$ cat src/rtl/fetch_stage.sv
// MIPS instruction-fetch stage with IF/ID register and a req/ack imem port.
// Optional performance counters are built when FETCH_PERF_CNT_EN is defined.
module fetch_stage #(
  parameter logic [31:0] RESET_PC = 32'h0000_0000,
  parameter int          PERF_W   = 32
) (
  input  logic              clk,
  input  logic              rst_n,
  input  logic              en_f,
  input  logic              en_d,
  input  logic              rst_d,
  input  logic [1:0]        pc_src,
  input  logic [31:0]       jr_target,
  input  logic              halt,
  output logic              imem_req,
  output logic [31:0]       imem_addr,
  input  logic [31:0]       imem_rdata,
  input  logic              imem_ack,
  output logic [31:0]       inst_d,
  output logic [31:0]       pc_plus4_d,
  output logic              valid_d,
  output logic [31:0]       pc_f,
  output logic              halted,
  output logic [PERF_W-1:0] fetch_cnt,
  output logic [PERF_W-1:0] bubble_cnt
);
  typedef enum logic [1:0] {FETCH, HOLD, DRAIN, HALT} state_t;

  state_t      state_q, state_d;
  logic [31:0] pc_q, pc_d, inst_q, inst_d_n, pc4_q, pc4_d, hold_q, hold_d, pend_pc_q, pend_pc_d;
  logic        req_q, req_d, vld_q, vld_d, pend_q, pend_d;

  logic        ack_v, redirect, halt_v, deliver;
  logic [31:0] target, word, pc_inc;

  always_comb begin
    // ack only counts once a request has actually been on the bus
    ack_v    = imem_ack & req_q;
    redirect = en_f & (pc_src != 2'd0);
    halt_v   = halt & vld_q & en_d;
    pc_inc   = pc_q + 32'd4;
    case (pc_src)
      2'd1:    target = {pc4_q[31:28], inst_q[25:0], 2'b00};
      2'd2:    target = jr_target;
      default: target = pc4_q + {{14{inst_q[15]}}, inst_q[15:0], 2'b00};
    endcase

    state_d   = state_q;
    pc_d      = pc_q;
    hold_d    = hold_q;
    pend_d    = pend_q;
    pend_pc_d = pend_pc_q;
    deliver   = 1'b0;
    word      = imem_rdata;

    case (state_q)
      FETCH: begin
        if (halt_v) begin
          state_d = (req_q && !ack_v) ? DRAIN : HALT;
          pend_d  = 1'b0;
        end else if (redirect) begin
          if (req_q && !ack_v) begin
            pend_d    = 1'b1;
            pend_pc_d = target;
          end else begin
            pc_d   = target;
            pend_d = 1'b0;
          end
        end else if (ack_v) begin
          if (pend_q) begin
            pc_d   = pend_pc_q;
            pend_d = 1'b0;
          end else if (en_f) begin
            deliver = 1'b1;
            pc_d    = pc_inc;
          end else begin
            hold_d  = imem_rdata;
            state_d = HOLD;
          end
        end
      end
      HOLD: begin
        if (halt_v) begin
          state_d = HALT;
        end else if (redirect) begin
          pc_d    = target;
          state_d = FETCH;
        end else if (en_f) begin
          deliver = 1'b1;
          word    = hold_q;
          pc_d    = pc_inc;
          state_d = FETCH;
        end
      end
      DRAIN: if (ack_v) state_d = HALT;
      default: ;
    endcase

    inst_d_n = inst_q;
    pc4_d    = pc4_q;
    vld_d    = vld_q;
    if (en_d) begin
      if (deliver && !rst_d) begin
        inst_d_n = word;
        pc4_d    = pc_inc;
        vld_d    = 1'b1;
      end else begin
        inst_d_n = 32'd0;
        pc4_d    = 32'd0;
        vld_d    = 1'b0;
      end
    end

    req_d = (state_d == FETCH) || (state_d == DRAIN);
  end

  always_ff @(posedge clk or negedge rst_n) begin
    if (!rst_n) begin
      state_q   <= FETCH;
      pc_q      <= RESET_PC;
      req_q     <= 1'b0;
      inst_q    <= 32'd0;
      pc4_q     <= 32'd0;
      vld_q     <= 1'b0;
      hold_q    <= 32'd0;
      pend_q    <= 1'b0;
      pend_pc_q <= 32'd0;
    end else begin
      state_q   <= state_d;
      pc_q      <= pc_d;
      req_q     <= req_d;
      inst_q    <= inst_d_n;
      pc4_q     <= pc4_d;
      vld_q     <= vld_d;
      hold_q    <= hold_d;
      pend_q    <= pend_d;
      pend_pc_q <= pend_pc_d;
    end
  end

  assign imem_req   = req_q;
  assign imem_addr  = pc_q;
  assign pc_f       = pc_q;
  assign inst_d     = inst_q;
  assign pc_plus4_d = pc4_q;
  assign valid_d    = vld_q;
  assign halted     = (state_q == HALT);

`ifdef FETCH_PERF_CNT_EN
  logic [PERF_W-1:0] fetch_cnt_q, fetch_cnt_d, bubble_cnt_q, bubble_cnt_d;

  always_comb begin
    fetch_cnt_d  = fetch_cnt_q;
    bubble_cnt_d = bubble_cnt_q;
    if (en_d) begin
      if (vld_d) fetch_cnt_d  = fetch_cnt_q + 1'b1;
      else       bubble_cnt_d = bubble_cnt_q + 1'b1;
    end
  end

  always_ff @(posedge clk or negedge rst_n) begin
    if (!rst_n) begin
      fetch_cnt_q  <= '0;
      bubble_cnt_q <= '0;
    end else begin
      fetch_cnt_q  <= fetch_cnt_d;
      bubble_cnt_q <= bubble_cnt_d;
    end
  end

  assign fetch_cnt  = fetch_cnt_q;
  assign bubble_cnt = bubble_cnt_q;
`else
  assign fetch_cnt  = '0;
  assign bubble_cnt = '0;
`endif
endmodule
$ cat config.mk
export PLATFORM = sky130hd
export DESIGN_NAME = fetch_stage
export DESIGN_NICKNAME = d
export VERILOG_FILES = /design/src/rtl/fetch_stage.sv
export SDC_FILE = /design/constraint.sdc
export NUM_CORES = 1
export LEC_CHECK = 0
export ABC_AREA = 1
export CORE_MARGIN = 3
export CORE_UTILIZATION = 50
export CTS_BUF_LIST = sky130_fd_sc_hd__clkbuf_4 sky130_fd_sc_hd__clkbuf_8
export DETAILED_ROUTE_END_ITERATION = 12
export PLACE_DENSITY = 0.85
export RECOVER_POWER = 25
export SETUP_SLACK_MARGIN = 0.1
export SKIP_LAST_GASP = 1
export SLEW_MARGIN = 15
export SYNTH_ARGS = -nofsm -noshare
export SYNTH_HDL_FRONTEND = slang
export SYNTH_SLANG_ARGS = --single-unit
$ cat constraint.sdc
create_clock -name clk -period 4.6 [get_ports clk]
set_input_delay 0.92 -clock clk [delete_from_list [all_inputs] [get_ports clk]]
set_output_delay 0.92 -clock clk [all_outputs]
set_load 0.01 [all_outputs]
# Word level (Yosys, flattened, before mapping)
# Cells that the tools add are included.
dict set report op_classes {
  addsub 2
  reduce_logical 14
  bitwise 7
  mux 40
  n_eq_ne 10
}
# op count
set op_table {}
lappend op_table {{32-bit 2-to-1 mux} 14}
lappend op_table {{32-bit one-hot mux with 2 select lines} 2}
lappend op_table {{32-bit by 3-bit adder with 32-bit output, second input constant} 1}
lappend op_table {{32-bit adder} 1}
lappend op_table {{2-bit 2-to-1 mux} 9}
lappend op_table {{1-bit 2-to-1 mux} 13}
lappend op_table {{5-bit AND reduction} 2}
lappend op_table {{2-bit equality test, second input constant} 4}
lappend op_table {{3-bit != test, second input constant} 2}
lappend op_table {{2-bit one-hot mux with 3 select lines} 1}
lappend op_table {{1-bit bitwise AND} 4}
lappend op_table {{2-bit by 1-bit equality test with 1-bit output, second input constant} 2}
lappend op_table {{2-bit zero test} 2}
lappend op_table {{2-bit != test, second input constant} 2}
lappend op_table {{4-bit AND reduction} 1}
lappend op_table {{2-bit nonzero test} 2}
lappend op_table {{1-bit NOT} 3}
lappend op_table {{3-bit nonzero test} 1}
lappend op_table {{1-bit logical AND} 2}
lappend op_table {{1-bit zero test} 2}
lappend op_table {{1-bit one-hot mux with 2 select lines} 1}
lappend op_table {{2-bit AND reduction} 1}
lappend op_table {{1-bit logical OR} 1}
dict set report totals {
  ff_bits 165
  in_bits 73
  elab_cells 82
  out_inout_bits 195
}

# Depth between registers and ports, before layout
# Gate-level depths: netlist of run 1.
dict set report depth {
  depth_word 8
  ltp_mapped 15
  depth_no_buf 15
}

# Worst setup path before layout of run 1
# OpenSTA, ideal clock, no wires.
dict set report synth_path {
  path_type {in2reg}
  start {input port pc_src[0]}
  end {register pc_q[17], in the netlist imem_addr[17]}
  n_path_buf 1
  required_ns 4.534
  setup_ns 0.066
  setup_slack_ns 2.230
  t_arrival_ns 2.305
  cell_stages 14
  cell_sequence {inv_1 ha_1 inv_1 nand2_8 inv_2 nor3_1 nor2_1 nand2_2 a21oi_4 buf_4 o21ai_0 nand2_1 nand2_1 nand2_1}
}
dict set report synth_via {
  elab_chain_cells 6
  word_cells_on_any_way 14
  classes_between {eq/ne (4); mux (7); bitwise (1); reduce/logical (2)}
}
# item line
set synth_rtl {}
lappend synth_rtl {{start, declared} 12} ;# input logic [1:0] pc_src,
lappend synth_rtl {{2-bit equality test or 2-bit by 1-bit equality test with 1-bit output (tied branches)} 42} ;# case (pc_src)
lappend synth_rtl {{32-bit one-hot mux with 2 select lines} 42}
lappend synth_rtl {{32-bit 2-to-1 mux} 62} ;# if (req_q && !ack_v) begin
lappend synth_rtl {{32-bit 2-to-1 mux} 61} ;# end else if (redirect) begin
lappend synth_rtl {{32-bit 2-to-1 mux} 58} ;# if (halt_v) begin
lappend synth_rtl {{32-bit one-hot mux with 2 select lines} 56} ;# case (state_q)
lappend synth_rtl {{end signal, assigned} 130} ;# pc_q <= pc_d;
lappend synth_rtl {{end, declared} 30} ;# logic [31:0] pc_q, pc_d, inst_q, inst_d_n, pc4_q, pc4_d, hold_q, hold_d, pend_pc_q, pend_pc_d;
# Several ways; a longest one is shown, not always the timed one. The select of a mux whose other input is x is not followed.
# A chain may end at the register's enable or synchronous reset.

# Final worst setup path of run 1
dict set report layout_path {
  start {input port pc_src[0]}
  end {register pc_q[7], in the netlist imem_addr[7]}
}
# Same word-level chain as after synthesis.

==> results_dict.tcl, run 1 <==
set metrics [dict create \
    first_iter_violations 1429 \
    path_clk_slew_ns 0.10 \
    power_density_nw_per_um2 199 \
    portBuffers 203 \
    route.met2.wl_um 19800 \
    wirelength_um 43100 \
    fin_crit_sh_pct 68.6 \
    die_w_um 161 \
    start_util_pct 51.2 \
    setup_violations 0 \
    area.growth.synth_to_final_pct 18.2 \
    drc 0 \
    grt_max_degree 93 \
    top_layer_used "met4" \
    synth_area_um2 12000 \
    die_y_um 161 \
    cpPeakStageDelay_ns 0.51 \
    ys_types 44 \
    cts_resized 0 \
    synth_warnings 0 \
    routabilityCongestion 0.992 \
    cts_tree "done" \
    finalCriticalPeriod_ns 3.15 \
    die-area_um2 26000 \
    synth_edf_count 0 \
    maxSlewHeadroom_pct -66.5 \
    failed_checks "max-capacitance violations, max-slew violations" \
    nets 2087 \
    grt_remaining_overflow 0 \
    dr.pass1.iters 8 \
    cp_common_cell "o21ai_0" \
    antenna_found_initial 1 \
    wl_per_cell_um 18.6 \
    holdWs_ns 0.485 \
    met3_wirelength_um 4150 \
    core_um2 23500 \
    power_leakage_nw 7.24 \
    num_antenna_cells 0 \
    rsz0062_at_grt "no" \
    skew_ns 0.0159 \
    clock_sinks 165 \
    grt_first_pass_wirelength_um 66800 \
    synth_seq_cells 165 \
    async_flop_share_pct 100 \
    hold_violations 0 \
    critPathArrivalTime_ns 3.56 \
    fin_util_pct 60.5 \
    run_status "finished with violations" \
    path_cells "clkdlybuf4s50_1, inv_1, ha_1, inv_1, nand2_8, inv_2, nor3_1, nor2_1, nand2_2, a21oi_4, o21ai_0, nand2_1, o21ai_0, o21ai_0" \
    num-fill-cells 2254 \
    ios 268 \
    cp-start-kind "input port" \
    h-tree-depth 4 \
    rows 56 \
    ant_nets 0 \
    cp-end-kind "flip-flop" \
    required_ns 5.00 \
    grt_pass1_vias 12084 \
    slowest_stage "clkdlybuf4s50_1" \
    min_path_type "flip-flop to flip-flop" \
    hold_buffers 0 \
    dp_hpwl_um 33000 \
    seqCellArea_um2 4130 \
    avgSynthCellArea_um2 6.54 \
    synth_seq_area_share_pct 34.3 \
    cts_root_buf "clkbuf_8" \
    vias 12976 \
    tightest_slew_ns 2.50 \
    synth_flop_cell "dfrtp_1" \
    multi_input_area_um2 6450 \
    worstSetupPathType "input port to flip-flop" \
    cts_made_buffers 17 \
    postCtsSetupRepairBufs 0 \
    synth_cells 1842 \
    fin_tns_setup_ns 0 \
    avgViaCountPerCell 5.61 \
    drive_above_1_share_pct 3.82 \
    clk_latency_ns 0.49 \
    ir_drop_uv 182 \
    slew_viol_final 92 \
    clock_path_buffers 2 \
    drv_cap 1 \
    grt_usage_pct 32.7 \
    m1WireLength_um 16700 \
    path_max_fanout 27 \
    max_freq_mhz 317 \
]
## worst paths after layout
path / end / startpoint / cells after the start / slack (ns)
worst max-delay path: imem_addr[7] / pc_src[0] / 14 / 1.45
worst min-delay path: pend_pc_q[9] / pend_pc_q[9] / 2 / 0.48
worst max register to register: imem_addr[10] / inst_d[0] / 10 / 1.71
worst min register to register: pend_pc_q[9] / pend_pc_q[9] / 2 / 0.48
max in group asynchronous: pend_q / rst_n / 1 / 1.93
min in group asynchronous: pc_plus4_d[14] / rst_n / 1 / 1.19
## through the flow
step / power (W) / cells / cell area (um^2) / setup slack [ns]
4_1_cts: 0.00283 / 2311 / 14300 / 1.51
5_1_grt: 0.00292 / 2311 / 14200 / 1.27
3_5_place_dp: 0.00176 / 2280 / 13900 / 0.993
6_report: 0.00284 / 2311 / 14200 / 1.45
3_3_place_gp: 0.00176 / 2280 / 13900 / 1.07
2_1_floorplan: 0.00166 / 1905 / 12300 / 2.23
## cell usage after synthesis, types with 2 or more instances
cell	n	area (um^2)
nand2_1	709	2660
inv_1	182	683
dfrtp_1	165	4130
o21ai_0	135	676
nor2_1	122	458
buf_4	98	736
nand3_1	91	455
a21oi_1	54	270
clkbuf_1	43	161
ha_1	33	413
a22oi_1	29	218
a31oi_1	27	169
nor3_1	26	130
o211ai_1	15	113
o21ai_1	15	75.1
nand4_1	14	87.6
buf_2	13	65.1
xor2_1	12	105
inv_2	9	33.8
xnor2_1	7	61.3
buf_1	6	22.5
o21bai_1	4	30.0
and2_1	3	18.8
nand2_2	3	18.8
a21o_1	2	15.0
buf_6	2	22.5
nand3_2	2	20.0
nor2_2	2	12.5
nor2_4	2	22.5
nor3_2	2	20.0
or2_2	2	12.5
## metal layers
layer	up-vias	track usage, %
li1	6011	-
met1	6038	42.3
met2	781	52.5
met3	146	5.49
met4	0	17.6
met5	-	0
## worst max-delay path: cells and delay by family
family / cells / cell delay (ns)
buffers and inverters: 4 / 0.87
AO/OA/AOI/OAI: 4 / 0.83
AND/OR/NAND/NOR: 5 / 0.70
adder cells (fa/ha/maj): 1 / 0.22
## sequential cells by signal, indices dropped and copies added, names as in the netlist, named ones only
signal,cells
pend_pc_q,32
pend_q,1
hold_q,32
valid_d,1
imem_addr,32
pc_plus4_d,32
inst_d,32
imem_req,1
state_q,1
## placed cells by master, fill, tap and decap left out, types with 5 or more instances in the layout
cell / Yosys / layout
nand2_1: 709 / 709
clkdlybuf4s50_1: 0 / 200
inv_1: 182 / 182
dfrtp_1: 165 / 165
o21ai_0: 135 / 135
nor2_1: 122 / 119
nand3_1: 91 / 91
conb_1: 1 / 64
a21oi_1: 54 / 54
ha_1: 33 / 33
a22oi_1: 29 / 29
a31oi_1: 27 / 27
nor3_1: 26 / 26
clkbuf_8: 0 / 17
o21ai_1: 15 / 15
o211ai_1: 15 / 15
nand4_1: 14 / 14
buf_4: 98 / 13
xor2_1: 12 / 12
inv_2: 9 / 9
xnor2_1: 7 / 7
inv_8: 0 / 5
## report_power, final
group	leakage (nW)	internal, W	total (W)	switching, W
registers	2.20	0.00145	0.00145	0.000000128
logic	4.83	0.0000922	0.000284	0.000192
clock network	0.200	0.000454	0.00110	0.000649
## cells by family after synthesis
| family | Yosys count | share of synthesized area, % |
|---|---|---|
| flops | 165 | 34.3 |
| buf+inv | 354 | 14.3 |
| simple gates | 982 | 32.9 |
| xor+xnor | 19 | 1.38 |
| other cells | 1 | 0.0311 |
| mux | 1 | 0.0831 |
| fa+ha+maj | 34 | 3.59 |
| compound gates | 286 | 13.4 |
## cell type report
class	count	area share, %
Clock buffer	17	1.64
Clock inverter	14	1.12
Multi-Input combinational cell	1386	45.2
Inverter	192	5.06
Sequential cell	165	29.0
Timing Repair Buffer	218	15.2
Tap cell	319	2.80
No activity file was read; power rests on OpenSTA's default activity.
==> run 2, diff against run 1 <==
clock period = 3.3 ns   (was 4.6 ns; I/O delays follow)
==> results_dict.tcl, run 2 (same netlist as run 1, synthesis figures left out) <==
set metrics [dict create \
    run_status "finished with violations" \
    failed_checks "max-capacitance violations, max-slew violations" \
    clock_path_buffers 2 \
    ios 268 \
    grt_first_pass_wirelength_um 65000 \
    power_leakage_nw 7.30 \
    grt_max_degree 68 \
    portBuffers 203 \
    antenna_found_initial 0 \
    setup_violations 0 \
    start_util_pct 51.2 \
    hp-start "pend_pc_q[0]" \
    slew_viol_final 66 \
    drv_cap 1 \
    drc 0 \
    ant_nets 0 \
    final_cell_mix "nand2_1, clkdlybuf4s50_1, inv_1, dfrtp_1, o21ai_0" \
    hold_buffers 0 \
    clkPwrFrac_pct 39.6 \
    clk_latency_ns 0.49 \
    crit_path_start "pc_plus4_d[2]" \
    required_ns 3.70 \
    cts_made_buffers 17 \
    reg2reg_from "pc_plus4_d[2]" \
    num_antenna_cells 0 \
    cp-end-kind "flip-flop" \
    multi_input_area_um2 6450 \
    power.net_switching_w 0.00121 \
    min_path_cells 2 \
    dr.pass1.iters 6 \
    path_max_fanout 6 \
    die-area_um2 26000 \
    num-fill-cells 2207 \
    cts_root_buf "clkbuf_8" \
    rsz0062_at_grt "no" \
    finalCriticalPeriod_ns 2.87 \
    grt_usage_pct 31.7 \
    clock_sinks 165 \
    die_y_um 161 \
    power_density_nw_per_um2 280 \
    drive_above_1_share_pct 4.25 \
    switching_share_pct 30.0 \
    vias 12731 \
    nets 2095 \
    final_common_cell "nand2_1" \
    finalWorstSetupSlack_ns 0.434 \
    rows 56 \
    grt_pass1_vias 11765 \
    pre_cts_ws_ns 0.0884 \
    fin_tns_setup_ns 0 \
    dp_cells 2288 \
    maxSlewHeadroom_pct -26.3 \
    wirelength_um 41500 \
    hold_violations 0 \
    cts_tree "done" \
    path_clk_slew_ns 0.11 \
    core_um2 23500 \
    postCtsSetupRepairBufs 0 \
    critPathArrivalTime_ns 3.27 \
    max_freq_mhz 349 \
    seqCellArea_um2 4130 \
    routabilityCongestion 0.943 \
    worstSetupPathType "flip-flop to flip-flop" \
    worstRegToRegCells 10 \
    p_comb_share_pct 10.2 \
    cts_resized 0 \
    area.growth.synth_to_final_pct 19.4 \
    wl_per_cell_um 17.9 \
    seq_power_share_pct 50.2 \
    die_w_um 161 \
    grt_remaining_overflow 0 \
    cp-start-kind "flip-flop" \
    dp_hpwl_um 32000 \
    ir_drop_uv 249 \
    instances_no_fill 2320 \
    h-tree-depth 4 \
    avgViaCountPerCell 5.49 \
    first_iter_violations 1268 \
    skew_ns 0.0212 \
    tightest_slew_ns 1.89 \
    p_int_w 0.00282 \
    fin_util_pct 61.1 \
    min_path_type "flip-flop to flip-flop" \
    fin_crit_sh_pct 86.8 \
]
[run 2: final cells by class]
| cell class | count | area share (%) |
|---|---|---|
| Multi-Input combinational cell | 1386 | 44.8 |
| Inverter | 192 | 5.01 |
| Clock buffer | 17 | 1.63 |
| Tap cell | 319 | 2.77 |
| Sequential cell | 165 | 28.7 |
| Timing Repair Buffer | 226 | 15.7 |
| Clock inverter | 15 | 1.39 |
[run 2: worst paths after layout]
check                                  to  slack (ns)
max                         imem_addr[10]        0.43
min                          pend_pc_q[0]        0.49
max reg2reg                 imem_addr[10]        0.43
min reg2reg                  pend_pc_q[0]        0.49
max in group asynchronous    imem_addr[4]        1.49
min in group asynchronous  pc_plus4_d[26]        0.68
[run 2: worst max-delay path, stage by stage, from the launching register on]
cell and delay [ns]:
dfrtp_1 0.43, ha_1 0.25, fa_1 0.46, nand3_1 0.12
nand3_1 0.23, nand2_1 0.13, nand2_1 0.12, xnor2_1 0.14
o21ai_0 0.60, o21ai_0 0.18, o21ai_0 0.11
[run 2: metal layers]
| layer | global-route usage [%] | vias to the layer above | share of wire [%] | routed length [um] |
|---|---|---|---|---|
| li1 | - | 6025 | - | - |
| met1 | 42.0 | 5838 | 40 | 16500 |
| met2 | 49.2 | 737 | 44 | 18500 |
| met3 | 6.16 | 131 | 10 | 4160 |
| met4 | 16.7 | 0 | 5.8 | 2390 |
| met5 | 0 | - | 0 | 0 |
[run 2: metrics by stage]
stage               instance area (um^2)  hold WS, ns  power, W
floorplan                          12300        0.364   0.00231
global placement                   14000        0.458   0.00246
detailed placement                 14000        0.465   0.00246
CTS                                14400        0.212   0.00404
global route                       14400        0.516   0.00416
finish                             14400        0.491   0.00403
[run 2: power by group through the flow]
stage	registers [W]	logic [W]	clock network [W]
after floorplan	0.00206	0.000247	0
after global placement	0.00206	0.000400	0
after detailed placement	0.00206	0.000401	0
after CTS	0.00202	0.000404	0.00161
after global routing	0.00202	0.000446	0.00170
final	0.00202	0.000411	0.00160
